<file path="config.mk">
export PLATFORM = sky130hd
export DESIGN_NAME = bullet_hit_detector
export DESIGN_NICKNAME = d
export VERILOG_FILES = /design/src/rtl/bullet_hit_detector.sv
export SDC_FILE = /design/constraint.sdc
export NUM_CORES = 2
export LEC_CHECK = 0
export BUFFER_PORTS_ARGS = -buffer_cell sky130_fd_sc_hd__buf_2
export CORE_AREA = 3 3 503 505
export DETAILED_ROUTE_END_ITERATION = 8
export DIE_AREA = 0 0 506 508
export HOLD_SLACK_MARGIN = 0.03
export PLACE_DENSITY = 0.4
export SLEW_MARGIN = 20
export SYNTH_ARGS = -nofsm -noshare
export SYNTH_HDL_FRONTEND = slang
export SYNTH_SLANG_ARGS = --single-unit
</file>
<file path="constraint.sdc">
create_clock -name i_Clk -period 9.1 [get_ports i_Clk]
set_input_delay 0.455 -clock i_Clk [delete_from_list [all_inputs] [get_ports i_Clk]]
set_output_delay 0.455 -clock i_Clk [all_outputs]
set_load 0.01 [all_outputs]
</file>
<file path="src/rtl/bullet_hit_detector.sv">
// Per-tick collision resolver: snapshots bullet/enemy/player state on i_Start, then walks
// every player-bullet/enemy pair and every enemy-bullet/player pair, one pair per clock.
module bullet_hit_detector #(
    parameter int MAX_ENEMY            = 15,
    parameter int MAX_ENEMY_BULLET_SET = 2,
    parameter int MAX_PLAYER_BULLET    = 16,
    parameter int BULLET_WIDTH         = 6,
    parameter int BULLET_HEIGHT        = 20,
    parameter int ENEMY_WIDTH          = 36,
    parameter int ENEMY_HEIGHT         = 30,
    parameter int PLAYER_WIDTH         = 36,
    parameter int PLAYER_HEIGHT        = 30
) (
    input  logic                                       i_Clk,
    input  logic                                       i_Rst,
    input  logic                                       i_Start,
    input  logic [MAX_ENEMY-1:0]                       i_EnemyState,
    input  logic [19*MAX_ENEMY-1:0]                    i_EnemyPos,
    input  logic [MAX_ENEMY*MAX_ENEMY_BULLET_SET-1:0]  i_EnemyBulletState,
    input  logic [19*MAX_ENEMY*MAX_ENEMY_BULLET_SET-1:0] i_EnemyBulletPos,
    input  logic [MAX_PLAYER_BULLET-1:0]               i_PlayerBulletState,
    input  logic [19*MAX_PLAYER_BULLET-1:0]            i_PlayerBulletPos,
    input  logic [18:0]                                i_PlayerPos,
    output logic                                       o_Busy,
    output logic                                       o_Done,
    output logic [MAX_ENEMY-1:0]                       o_EnemyKill,
    output logic [MAX_PLAYER_BULLET-1:0]               o_PlayerBulletConsume,
    output logic [MAX_ENEMY*MAX_ENEMY_BULLET_SET-1:0]  o_EnemyBulletConsume,
    output logic                                       o_PlayerHit
);

    localparam int NumEnemyBullet = MAX_ENEMY * MAX_ENEMY_BULLET_SET;
    localparam int BulletIdxW     = (MAX_PLAYER_BULLET > 1) ? $clog2(MAX_PLAYER_BULLET) : 1;
    localparam int EnemyIdxW      = (MAX_ENEMY > 1) ? $clog2(MAX_ENEMY) : 1;
    localparam int EbIdxW         = (NumEnemyBullet > 1) ? $clog2(NumEnemyBullet) : 1;

    localparam logic [10:0] BulletW = 11'(BULLET_WIDTH);
    localparam logic [10:0] BulletH = 11'(BULLET_HEIGHT);
    localparam logic [10:0] EnemyW  = 11'(ENEMY_WIDTH);
    localparam logic [10:0] EnemyH  = 11'(ENEMY_HEIGHT);
    localparam logic [10:0] PlayerW = 11'(PLAYER_WIDTH);
    localparam logic [10:0] PlayerH = 11'(PLAYER_HEIGHT);

    typedef enum logic [1:0] {IDLE, SCAN_P, SCAN_E, DONE} state_t;

    state_t state, nextState;

    logic [MAX_ENEMY-1:0]         snapEnemyState;
    logic [18:0]                  snapEnemyPos [MAX_ENEMY];
    logic [NumEnemyBullet-1:0]    snapEbState;
    logic [18:0]                  snapEbPos [NumEnemyBullet];
    logic [MAX_PLAYER_BULLET-1:0] snapPbState;
    logic [18:0]                  snapPbPos [MAX_PLAYER_BULLET];
    logic [18:0]                  snapPlayerPos;

    logic [BulletIdxW-1:0] bulletIdx;
    logic [EnemyIdxW-1:0]  enemyIdx;
    logic [EbIdxW-1:0]     ebIdx;

    logic lastBullet, lastEnemy, lastEb, pairHit, ebHit;

    // Widened to 11 bits so a box near the right/bottom edge never wraps past zero.
    function automatic logic boxOverlap(input logic [18:0] aPos, input logic [10:0] aW,
                                        input logic [10:0] aH, input logic [18:0] bPos,
                                        input logic [10:0] bW, input logic [10:0] bH);
        logic [10:0] ax, ay, bx, by;
        ax = {1'b0, aPos[18:9]};
        ay = {2'b0, aPos[8:0]};
        bx = {1'b0, bPos[18:9]};
        by = {2'b0, bPos[8:0]};
        return (ax < bx + bW) && (bx < ax + aW) && (ay < by + bH) && (by < ay + aH);
    endfunction

    always_comb begin
        lastBullet = (bulletIdx == BulletIdxW'(MAX_PLAYER_BULLET - 1));
        lastEnemy  = (enemyIdx == EnemyIdxW'(MAX_ENEMY - 1));
        lastEb     = (ebIdx == EbIdxW'(NumEnemyBullet - 1));
        pairHit    = snapPbState[bulletIdx] && snapEnemyState[enemyIdx]
                     && !o_PlayerBulletConsume[bulletIdx] && !o_EnemyKill[enemyIdx]
                     && boxOverlap(snapPbPos[bulletIdx], BulletW, BulletH,
                                   snapEnemyPos[enemyIdx], EnemyW, EnemyH);
        ebHit      = snapEbState[ebIdx]
                     && boxOverlap(snapEbPos[ebIdx], BulletW, BulletH,
                                   snapPlayerPos, PlayerW, PlayerH);
    end

    always_ff @(posedge i_Clk or negedge i_Rst) begin
        if (!i_Rst) state <= IDLE;
        else        state <= nextState;
    end

    always_comb begin
        nextState = state;
        o_Busy    = 1'b0;
        o_Done    = 1'b0;
        case (state)
            IDLE:   if (i_Start) nextState = SCAN_P;
            SCAN_P: begin
                o_Busy = 1'b1;
                if (lastBullet && lastEnemy) nextState = SCAN_E;
            end
            SCAN_E: begin
                o_Busy = 1'b1;
                if (lastEb) nextState = DONE;
            end
            DONE: begin
                o_Done    = 1'b1;
                nextState = IDLE;
            end
            default: nextState = IDLE;
        endcase
    end

    always_ff @(posedge i_Clk or negedge i_Rst) begin
        if (!i_Rst) begin
            snapEnemyState        <= '0;
            snapEbState           <= '0;
            snapPbState           <= '0;
            snapPlayerPos         <= '0;
            for (int n = 0; n < MAX_ENEMY; n++)         snapEnemyPos[n] <= '0;
            for (int n = 0; n < NumEnemyBullet; n++)    snapEbPos[n]    <= '0;
            for (int n = 0; n < MAX_PLAYER_BULLET; n++) snapPbPos[n]    <= '0;
            bulletIdx             <= '0;
            enemyIdx              <= '0;
            ebIdx                 <= '0;
            o_EnemyKill           <= '0;
            o_PlayerBulletConsume <= '0;
            o_EnemyBulletConsume  <= '0;
            o_PlayerHit           <= 1'b0;
        end else begin
            case (state)
                IDLE: if (i_Start) begin
                    snapEnemyState <= i_EnemyState;
                    snapEbState    <= i_EnemyBulletState;
                    snapPbState    <= i_PlayerBulletState;
                    snapPlayerPos  <= i_PlayerPos;
                    for (int n = 0; n < MAX_ENEMY; n++)
                        snapEnemyPos[n] <= i_EnemyPos[19*n +: 19];
                    for (int n = 0; n < NumEnemyBullet; n++)
                        snapEbPos[n] <= i_EnemyBulletPos[19*n +: 19];
                    for (int n = 0; n < MAX_PLAYER_BULLET; n++)
                        snapPbPos[n] <= i_PlayerBulletPos[19*n +: 19];
                    bulletIdx             <= '0;
                    enemyIdx              <= '0;
                    ebIdx                 <= '0;
                    o_EnemyKill           <= '0;
                    o_PlayerBulletConsume <= '0;
                    o_EnemyBulletConsume  <= '0;
                    o_PlayerHit           <= 1'b0;
                end
                SCAN_P: begin
                    if (pairHit) begin
                        o_EnemyKill[enemyIdx]            <= 1'b1;
                        o_PlayerBulletConsume[bulletIdx] <= 1'b1;
                    end
                    // Enemy is the inner loop; bullet advances when the enemy index wraps.
                    if (lastEnemy) begin
                        enemyIdx  <= '0;
                        bulletIdx <= lastBullet ? '0 : bulletIdx + 1'b1;
                    end else begin
                        enemyIdx <= enemyIdx + 1'b1;
                    end
                end
                SCAN_E: begin
                    if (ebHit) begin
                        o_EnemyBulletConsume[ebIdx] <= 1'b1;
                        o_PlayerHit                 <= 1'b1;
                    end
                    ebIdx <= lastEb ? '0 : ebIdx + 1'b1;
                end
                default: ;
            endcase
        end
    end

endmodule

</file>
==> impl_metrics.ini <==
[grt]
track_usage_pct = 24.4
grt_max_degree = 218
grt_remaining_overflow = 0
grt_pass1_vias = 62000
grt_pass1_wl_um = 454000
antenna_found_initial = 49

[cts]
cts.sink_count = 1316
clk_path_buf_depth = 3
numCtsBuffers = 163
clkTransAtPathRegs_ns = 0.06
htreeDepth = 4
cts_tree = built
cts_root_buf = clkbuf_16
post_cts_buffers = 0
clock_latency_ns = 0.84

[sta]
rsz0062_at_grt = no
drv_slew = 0
slew-limit-headroom_pct = 25.1
worst_pin_slew_ns = 1.12
finClkSkew_ns = 0.0581
max_freq_ghz = 0.156
finalCritPeriodShare_pct = 70.4
hold_viol_final = 0
setup_viol_count_final = 0
fin_tns_setup_ns = 0
min_period_ns = 6.41

[drt]
vias = 58400
wire_per_inst_um = 25.7
drc = 0
detail-route-antenna-nets = 0
routed_wl_um = 321000
drt_iter0_drc = 4547
via_per_inst = 4.66
dr.pass1.iters = 6

[place]
place.gp.congestion = 0.874
portBuffers = 1305
hpwl_um = 241000

[logic_synthesis]
ys.flop_type = dfrtp_1
yosys_warnings = 0
synth-edff-count = 0
syn_area_sq_um = 62000
yosysSeqAreaShare_pct = 53.1
async_flop_share_pct = 100
syn_inst = 6662
ys_seq_elements = 1316
ys_types = 89
avgSynthCellArea_sq_um = 9.30
synthesis.nets = 7993

[cells_and_area]
drive_above_1_share_pct = 21.5
layout_commonest_cell = nand2_1
final_util_pct = 36.0
fin_nets = 10400
area_growth_pct = 44.3
layout_common_cells = nand2_1 (3849), dfrtp_1 (1309), buf_2 (1304)

[setup_path]
r2r.worst_path.cells = 16
crit_type = flip-flop to flip-flop
r2r-end = o_EnemyKill[13]$_DFFE_PN0P_
crit_path_start_kind = flip-flop
r2r_slack_ns = 2.69
reg2reg_from = enemyIdx[0]$_DFFE_PN0P_
crit_path_end_kind = flip-flop
arrival_ns = 7.08
cp_data_required_time_ns = 9.77
critPathMaxFanout = 44

[die]
die_y_um = 508
initial_core_util_pct = 24.9
ioPinCount = 1306
die_area_sq_um = 257000
row_count = 183
core_area_sq_um = 249000
die_w_um = 506

[power]
power_density_nw_per_um2 = 315
p_leak_uw = 0.0448
ir_drop_v = 0.000179

[run]
maxCapViolations = 0

[min_path]
holdPathEnd = snapEnemyPos[205]$_DFFE_PN0P_
hp-start = i_EnemyPos[91]
min_path_type = primary input to flip-flop
holdPathStages = 3

[outcome]
outcome = finished, final reports clean
[timing repair]
action                    in CTS  in global routing
gates resized for setup        0                  0
hold buffers                1228                  0
hold endpoints to repair    1318                  0
[how the worst max path moves through the flow]
stage | end | cells after the start | start
finish | o_EnemyKill[13]$_DFFE_PN0P_ | 16 | enemyIdx[0]$_DFFE_PN0P_
CTS | o_EnemyKill[13]$_DFFE_PN0P_ | 16 | enemyIdx[0]$_DFFE_PN0P_
detailed placement | o_EnemyKill[13]$_DFFE_PN0P_ | 16 | enemyIdx[0]$_DFFE_PN0P_
global route | o_EnemyKill[13]$_DFFE_PN0P_ | 16 | enemyIdx[0]$_DFFE_PN0P_
floorplan | o_PlayerBulletConsume[11]$_DFFE_PN0P_ | 23 | enemyIdx[1]$_DFFE_PN0P_
global placement | o_EnemyKill[13]$_DFFE_PN0P_ | 16 | enemyIdx[0]$_DFFE_PN0P_
[power by group]
group / leakage, uW / switching, uW / internal (uW) / total, uW
Sequential: 0.0165 / 2020 / 8480 / 10500
Clock: 0.00273 / 2860 / 3950 / 6810
Combinational: 0.0255 / 6480 / 4390 / 10900
[flip-flops by register name, summed over array words and instances, names as in the netlist, 15 cells and up]
register and flops:
o_EnemyKill 15, snapEnemyPos 285, snapPbState 16, snapEbPos 570, snapEnemyState 15, snapPbPos 304
snapEbState 30, o_PlayerBulletConsume 16, o_EnemyBulletConsume 30, snapPlayerPos 19
[synth_stat cells, types with 6 or more instances]
cell type,n,share of area (%)
a211oi_1,8,0.097
a21o_1,11,0.13
a21oi_1,44,0.36
a22o_1,6,0.085
a22oi_1,103,1.2
a311oi_1,12,0.17
a31oi_1,11,0.11
a32oi_1,9,0.13
and2_1,10,0.10
and3_1,11,0.11
buf_1,17,0.10
buf_12,9,0.29
buf_2,40,0.32
buf_4,19,0.23
buf_6,22,0.40
clkbuf_1,289,1.8
dfrtp_1,1316,53
ha_1,89,1.8
inv_1,58,0.35
mux2_2,22,0.40
mux2i_1,46,0.74
mux4_1,30,1.3
mux4_2,247,9.0
nand2_1,3850,23
nand2b_1,9,0.091
nand3_1,19,0.15
nand4_1,27,0.27
nor2_1,41,0.25
nor2b_1,22,0.22
nor3_1,8,0.065
nor3b_1,6,0.073
o21ai_0,81,0.65
o221ai_1,8,0.11
xnor2_1,24,0.34
xor2_1,24,0.34
[cells by family (layout without fill, tap and decap cells)]
kind of cell / count (synthesis) / after routing / synth area share, %
other cells: 0 / 29 / 0
mux: 346 / 346 / 11.4
fa+ha+maj: 89 / 89 / 1.80
compound gates: 364 / 364 / 4.23
buf+inv: 465 / 2958 / 3.65
simple gates: 4034 / 4034 / 25.1
xor+xnor: 48 / 48 / 0.678
flops: 1316 / 1316 / 53.1
[cell type report]
| type | instances | area (sq um) |
|---|---|---|
| Sequential cell | 1316 | 33000 |
| Antenna cell | 29 | 72.6 |
| Timing Repair Buffer | 2610 | 19600 |
| Multi-Input combinational cell | 4881 | 26800 |
| Tap cell | 3330 | 4170 |
| Inverter | 58 | 218 |
| Clock buffer | 235 | 4720 |
| Fill cell | 25400 | 159000 |
| Clock inverter | 55 | 860 |
[per-stage QoR]
stage	worst slack, ns	instance area (sq um)	total power [uW]	std cells	hold WS, ns
finish	2.69	89400	28200	12500	0.0418
global route	2.17	89400	30100	12500	0.0323
CTS	2.60	89400	28500	12500	0.0387
detailed placement	2.67	71500	21100	11000	0.455
global placement	2.63	71500	21100	11000	0.452
floorplan	4.40	62000	16700	6662	0.159
[worst max-delay path: stages (launching register included)]
cell	delay (ns)
dfrtp_4	0.84
buf_4	0.65
mux4_2	0.64
mux4_2	0.57
and3_1	0.24
o21ai_0	0.27
nor3_1	0.11
xnor2_1	0.17
ha_1	0.22
a2111oi_0	0.43
o21ai_0	0.15
a21oi_1	0.19
o21a_1	0.15
a211oi_1	0.05
a221oi_2	0.45
nand4_2	0.65
o31ai_1	0.44
[layer usage]
layer	GRT usage, %	share of wire [%]	wire (um)
met1	32.2	43	139000
met2	38.2	45	145000
met3	4.01	5.1	16300
met4	13.8	6.5	20900
met5	0	0.037	118
Note: power is estimated with default switching activity, not from simulation.
